==> config.mk <==
export PLATFORM = sky130hd
export DESIGN_NAME = cam_init_seq
export DESIGN_NICKNAME = d
export VERILOG_FILES = /design/src/rtl/cam_init_seq.sv
export SDC_FILE = /design/constraint.sdc
export NUM_CORES = 1
export LEC_CHECK = 0
export CAP_MARGIN = 20
export CORE_ASPECT_RATIO = 0.6
export CORE_MARGIN = 2
export CORE_UTILIZATION = 40
export CTS_CLUSTER_DIAMETER = 200
export DETAILED_ROUTE_END_ITERATION = 10
export HOLD_SLACK_MARGIN = 0.03
export MAX_ROUTING_LAYER = met4
export SYNTH_ARGS = -nofsm -noshare
export SYNTH_HDL_FRONTEND = slang
export SYNTH_SLANG_ARGS = --single-unit
==> constraint.sdc <==
create_clock -name clk_i -period 2.5 [get_ports clk_i]
set_input_delay 0.5 -clock clk_i [delete_from_list [all_inputs] [get_ports clk_i]]
set_output_delay 0.5 -clock clk_i [all_outputs]
set_load 0.05 [all_outputs]
==> src/rtl/cam_init_seq.sv <==
// Camera bring-up sequencer: powers the sensor, steps it out of reset, then
// releases and triggers the I2C register writer, retrying on timeout.
module cam_init_seq #(
    parameter int unsigned PWUP_CYCLES    = 20_000,
    parameter int unsigned BOOT_CYCLES    = 20_000,
    parameter int unsigned TIMEOUT_CYCLES = 100_000,
    parameter int unsigned MAX_RETRIES    = 2,
    localparam int unsigned RET_W = (MAX_RETRIES > 0) ? $clog2(MAX_RETRIES + 1) : 1
) (
    input  logic             clk_i,
    input  logic             rst_i,
    input  logic             en_i,
    input  logic             i2c_done_i,
    output logic             i2c_trig_o,
    output logic             i2c_rst_o,
    output logic             cam_pwr_en_o,
    output logic             cam_rst_n_o,
    output logic             ready_o,
    output logic             error_o,
    output logic [RET_W-1:0] retries_o
);

    localparam int unsigned MAX_AB  = (PWUP_CYCLES > BOOT_CYCLES) ? PWUP_CYCLES : BOOT_CYCLES;
    localparam int unsigned MAX_CYC = (MAX_AB > TIMEOUT_CYCLES) ? MAX_AB : TIMEOUT_CYCLES;
    localparam int unsigned CNT_W   = (MAX_CYC > 1) ? $clog2(MAX_CYC) : 1;

    localparam logic [CNT_W-1:0] PWUP_LAST    = CNT_W'(PWUP_CYCLES - 1);
    localparam logic [CNT_W-1:0] BOOT_LAST    = CNT_W'(BOOT_CYCLES - 1);
    localparam logic [CNT_W-1:0] TIMEOUT_LAST = CNT_W'(TIMEOUT_CYCLES - 1);
    localparam logic [RET_W-1:0] RETRY_LIMIT  = RET_W'(MAX_RETRIES);

    localparam logic [2:0] ST_OFF       = 3'd0;
    localparam logic [2:0] ST_PWR_WAIT  = 3'd1;
    localparam logic [2:0] ST_BOOT_WAIT = 3'd2;
    localparam logic [2:0] ST_TRIG      = 3'd3;
    localparam logic [2:0] ST_CFG_WAIT  = 3'd4;
    localparam logic [2:0] ST_READY     = 3'd5;
    localparam logic [2:0] ST_FAULT     = 3'd6;

    logic [2:0]       state_q, state_d;
    logic [CNT_W-1:0] cnt_q, cnt_d;
    logic [RET_W-1:0] retry_q, retry_d;

    logic             i2c_trig_q, i2c_trig_d;
    logic             i2c_rst_q, i2c_rst_d;
    logic             cam_pwr_en_q, cam_pwr_en_d;
    logic             cam_rst_n_q, cam_rst_n_d;
    logic             ready_q, ready_d;
    logic             error_q, error_d;
    logic [RET_W-1:0] retries_q, retries_d;

    logic timed_state;

    // NOTE: every variable gets a default at the top of always_comb so no path
    // leaves it unassigned; a missing default would infer a latch.
    always_comb begin
        state_d = state_q;
        retry_d = retry_q;

        case (state_q)
            ST_OFF: begin
                if (en_i) state_d = ST_PWR_WAIT;
            end
            ST_PWR_WAIT: begin
                if (cnt_q == PWUP_LAST) state_d = ST_BOOT_WAIT;
            end
            ST_BOOT_WAIT: begin
                if (cnt_q == BOOT_LAST) state_d = ST_TRIG;
            end
            ST_TRIG: begin
                state_d = ST_CFG_WAIT;
            end
            ST_CFG_WAIT: begin
                // Done beats the timeout when both land in the same cycle.
                if (i2c_done_i) begin
                    state_d = ST_READY;
                end else if (cnt_q == TIMEOUT_LAST) begin
                    if (retry_q < RETRY_LIMIT) begin
                        retry_d = retry_q + RET_W'(1);
                        state_d = ST_PWR_WAIT;
                    end else begin
                        state_d = ST_FAULT;
                    end
                end
            end
            ST_READY: state_d = ST_READY;
            ST_FAULT: state_d = ST_FAULT;
            default:  state_d = ST_OFF;
        endcase

        if (!en_i) state_d = ST_OFF;
        if (state_d == ST_OFF) retry_d = '0;
    end

    assign timed_state = (state_q == ST_PWR_WAIT) || (state_q == ST_BOOT_WAIT) ||
                         (state_q == ST_CFG_WAIT);

    always_comb begin
        cnt_d = timed_state ? cnt_q + CNT_W'(1) : '0;
        if (state_d != state_q) cnt_d = '0;
    end

    // Outputs are decoded from the current state and registered, so no input
    // reaches a pin combinationally.
    always_comb begin
        i2c_trig_d   = 1'b0;
        i2c_rst_d    = 1'b1;
        cam_pwr_en_d = 1'b0;
        cam_rst_n_d  = 1'b0;
        ready_d      = 1'b0;
        error_d      = 1'b0;
        retries_d    = retry_q;

        case (state_q)
            ST_PWR_WAIT: begin
                cam_pwr_en_d = 1'b1;
            end
            ST_BOOT_WAIT: begin
                cam_pwr_en_d = 1'b1;
                cam_rst_n_d  = 1'b1;
            end
            ST_TRIG: begin
                cam_pwr_en_d = 1'b1;
                cam_rst_n_d  = 1'b1;
                i2c_rst_d    = 1'b0;
                i2c_trig_d   = 1'b1;
            end
            ST_CFG_WAIT: begin
                cam_pwr_en_d = 1'b1;
                cam_rst_n_d  = 1'b1;
                i2c_rst_d    = 1'b0;
            end
            ST_READY: begin
                cam_pwr_en_d = 1'b1;
                cam_rst_n_d  = 1'b1;
                i2c_rst_d    = 1'b0;
                ready_d      = 1'b1;
            end
            ST_FAULT: begin
                error_d = 1'b1;
            end
            default: begin
                i2c_rst_d = 1'b1;
            end
        endcase
    end

    // NOTE: sequential state uses non-blocking assignments so every flop
    // samples the pre-edge value of every other flop.
    always_ff @(posedge clk_i or posedge rst_i) begin
        if (rst_i) begin
            state_q      <= ST_OFF;
            cnt_q        <= '0;
            retry_q      <= '0;
            i2c_trig_q   <= 1'b0;
            i2c_rst_q    <= 1'b1;
            cam_pwr_en_q <= 1'b0;
            cam_rst_n_q  <= 1'b0;
            ready_q      <= 1'b0;
            error_q      <= 1'b0;
            retries_q    <= '0;
        end else begin
            state_q      <= state_d;
            cnt_q        <= cnt_d;
            retry_q      <= retry_d;
            i2c_trig_q   <= i2c_trig_d;
            i2c_rst_q    <= i2c_rst_d;
            cam_pwr_en_q <= cam_pwr_en_d;
            cam_rst_n_q  <= cam_rst_n_d;
            ready_q      <= ready_d;
            error_q      <= error_d;
            retries_q    <= retries_d;
        end
    end

    assign i2c_trig_o   = i2c_trig_q;
    assign i2c_rst_o    = i2c_rst_q;
    assign cam_pwr_en_o = cam_pwr_en_q;
    assign cam_rst_n_o  = cam_rst_n_q;
    assign ready_o      = ready_q;
    assign error_o      = error_q;
    assign retries_o    = retries_q;

endmodule

==> flow_metrics.env <==
export IMPL_status="complete, no violations"
export IMPL_grt_start_max_net_pins=31
export IMPL_grt_pass1_wl_um=5043
export IMPL_setup_repair_after_global_routing_missed_its_margin="no"
export IMPL_yosysWarningCount=0
export IMPL_rr_worst_depth=7
export IMPL_critical_path_max_stage_delay_ns=0.41
export IMPL_cp_cell_sequence="ha_1 > nor4bb_1 > nand3_1 > o211ai_1 > a32o_1 > buf_12 > nor2_1"
export IMPL_die_area_um2=4219
export IMPL_avgSynthCellArea_um2=9.674
export IMPL_crit_reg2reg_launch="cnt_q[0]$_DFF_PP0_"
export IMPL_finalWirelength_um=2969
export IMPL_netlist_top_cell_by_area="dfrtp_1"
export IMPL_setup_reg_to_reg_worst_slack_ns=0.28
export IMPL_cellLeakagePower_nw=0.6930
export IMPL_overflow_left_after_global_routing=0
export IMPL_clockRootBuffer="clkbuf_8"
export IMPL_critPathTopFamily="simple AND/OR/NAND/NOR gates"
export IMPL_cts_htree_levels=2
export IMPL_netlist_instances=153
export IMPL_cts_tree="done"
export IMPL_async_flop_share_pct=100.0
export IMPL_synth_edff_count=0
export IMPL_worstReg2RegEnd="cnt_q[0]$_DFF_PP0_"
export IMPL_detail_route_drc_violations=0
export IMPL_die_w_um=82.53
export IMPL_drtIter0Drc=59
export IMPL_area_growth_synth_to_final_pct=17.58
export IMPL_max_slew_margin_rel_pct=67.05
export IMPL_post_synth_top_area_fraction_pct=49.03
export IMPL_worstPathRequired_ns=2.66
export IMPL_buffers_added_on_ports=11
export IMPL_cts_repair_timing_setup_buffer_count=0
export IMPL_synth_cell_types=38
export IMPL_worstSkewPairLatency_ns=0.28
export IMPL_ys_ff_latch=30
export IMPL_drv_max_cap_violation_count=0
export IMPL_initial_utilization_pct=40.93
export IMPL_detailroute_via_count=1113
export IMPL_total_cts_buffers=5
export IMPL_hold_path_depth=0
export IMPL_postCtsHoldBufs=0
export IMPL_routabilityCongestion=0.8954
export IMPL_post_synth_main_area_contributors="dfrtp_1 (49%), nor2_1 (7.6%), xnor2_1 (6.5%)"
export IMPL_synth_top_flop_cell="dfrtp_1"
export IMPL_number_of_pins_with_negative_max_slew_slack_in_the_final_report=0
export IMPL_tightestPinTransition_ns=0.4928
export IMPL_cp_buffers_inverters=1
export IMPL_hold_path_startpoint="retries_d[0]$_DFFE_PP0P_"
export IMPL_drive_above_1_share_pct=7.602
export IMPL_grt_antenna_before_repair=0
export IMPL_grtUsageTotal_pct=17.16
export IMPL_timing_critical_path_arrival_ns=2.38
export IMPL_max_freq_mhz=450.7
export IMPL_die_h_um=51.12
export IMPL_rows=17
export IMPL_post_layout_net_count=175
export IMPL_cp_end_kind="flop"
export IMPL_synthesis_nets=158
export IMPL_hold_path_class="reg -> reg"
export IMPL_synthesis_area_um2=1480
export IMPL_route_antenna_remaining_nets=0
export IMPL_timing_worst_setup_path_type="reg -> reg"
export IMPL_totalNegativeSetupSlack_ns=0
export IMPL_detail_route_first_pass_iterations=4
export IMPL_endpoint_of_the_worst_hold_path="retries_o[0]$_DFF_PP0_"
export IMPL_routed_via_density=5.106
export IMPL_hold_viol_final=0
export IMPL_yosys_top_cells_count="nor2_1 (30), dfrtp_1 (29), xnor2_1 (11), nand2_1 (9), nand3_1 (9)"
export IMPL_synth_sequential_area_ratio_pct=50.80
export IMPL_first_global_vias=1043
export IMPL_placeableCoreArea_um2=3616
export IMPL_dp_hpwl_um=2223
export IMPL_synthMostInstantiatedCell="nor2_1"
export IMPL_clkSinkCount=30
export IMPL_cts_reportedPaths_clkPinSlew_ns=0.07
export IMPL_final_setup_viol_count=0
export IMPL_cts_resized_gates=0
export IMPL_routed_wire_length_per_instance_um=13.62
export IMPL_crit_path_time_final_ns=2.219
export IMPL_antenna_diode_count=0
export IMPL_startpoint_class="flop"
export IMPL_irDropWorstVdd_mv=0.2017
export IMPL_finalCritPeriodShare_pct=88.76
export IMPL_cts_buffer_depth=2
export IMPL_fin_worst_skew_ns=0.009646
export IMPL_critPathMaxFanout=17
export IMPL_ioPinCount=12
export IMPL_power_density_cell_area_nw_per_um2=515.2
export IMPL_finalHoldWorstSlack_ns=0.4430
export IMPL_crit_slowest_cell="dfrtp_1"
routing by layer:
metal | vias to the layer above | GRT usage, % | part of all wire [%] | wire (µm)
met3 | 6 | 5.830 | 4.7 | 140
met5 | - | - | 0 | 0
met4 | 0 | 5.738 | 1.2 | 36
li1 | 554 | - | - | -
met2 | 23 | 22.31 | 40 | 1175
met1 | 530 | 24.80 | 54 | 1617
sequential cells by signal, summed over array words and instances, names as in the netlist:
signal and count:
cam_rst_n_o 1, retries_o 2, i2c_trig_o 1, ready_o 1
retries_d 2, error_o 1, i2c_rst_o 1, cam_pwr_en_o 1
cnt_q 17, state_q 3
metrics by stage:
step | setup WS (ns) | cell area, µm² | std cells | power, mW | utilization [%]
after global placement | 0.1769 | 1658 | 210 | 0.5430 | 45.85
after detailed placement | 0.1169 | 1658 | 210 | 0.5444 | 45.85
after global routing | 0.1272 | 1740 | 218 | 0.9421 | 48.13
after CTS | 0.3012 | 1740 | 218 | 0.9073 | 48.13
final | 0.2811 | 1740 | 218 | 0.8967 | 48.13
after floorplan | 0.5539 | 1480 | 153 | 0.5285 | -
kinds of logic after synthesis:
kind of cell	Yosys count	share of synthesized area [%]
adder cells (fa/ha/maj)	1	0.8452
flip-flops	30	50.80
buffers and inverters	13	4.564
multiplexers	1	0.6763
XOR/XNOR	17	10.06
AO/OA/AOI/OAI	14	6.678
AND/OR/NAND/NOR	77	26.37
worst max-delay path by stage:
stage / startpoint / end / cells past startpoint
after floorplan: en_i / cnt_q[10]$_DFF_PP0_ / 7
after global placement: en_i / cnt_q[14]$_DFF_PP0_ / 6
after detailed placement: en_i / cnt_q[15]$_DFF_PP0_ / 6
after CTS: cnt_q[0]$_DFF_PP0_ / cnt_q[0]$_DFF_PP0_ / 7
after global routing: cnt_q[0]$_DFF_PP0_ / cnt_q[0]$_DFF_PP0_ / 7
final: cnt_q[0]$_DFF_PP0_ / cnt_q[0]$_DFF_PP0_ / 7
report_power, final:
part	internal [mW]	leakage, nW	total [mW]	switching, mW
clock network	0.192	0.0450	0.362	0.169
logic	0.0156	0.238	0.0411	0.0254
registers	0.489	0.410	0.494	0.00519
total	0.697	0.693	0.897	0.200
worst reg2reg max path: cells and delay by family (launching register included):
family	cells	cell delay (ns)
AND/OR/NAND/NOR	3	0.71
AO/OA/AOI/OAI	2	0.55
flip-flops	1	0.41
adder cells (fa/ha/maj)	1	0.28
buffers and inverters	1	0.16
cell usage in the layout, fill, tap and decap left out, types with 4 or more instances in the layout:
cell             synthesis  layout
nor2_1                  30      30
dfrtp_1                 29      29
xnor2_1                 11      11
clkdlybuf4s50_1          0      11
nand2_1                  9       9
nand3_1                  9       9
inv_1                    7       7
nor3_1                   7       7
xor2_1                   6       6
clkbuf_8                 0       5
nor3b_1                  4       4
o21ai_0                  4       4
buf_4                    0       4
final cells by class:
class	count	area [µm²]
Clock buffer	6	72.57
Timing Repair Buffer	16	160.2
Inverter	7	26.28
Multi-Input combinational cell	110	660.6
Fill cell	338	1876
Clock inverter	2	10.01
Sequential cell	30	752.0
Tap cell	47	58.81
Power figures use the tool's default switching activity.
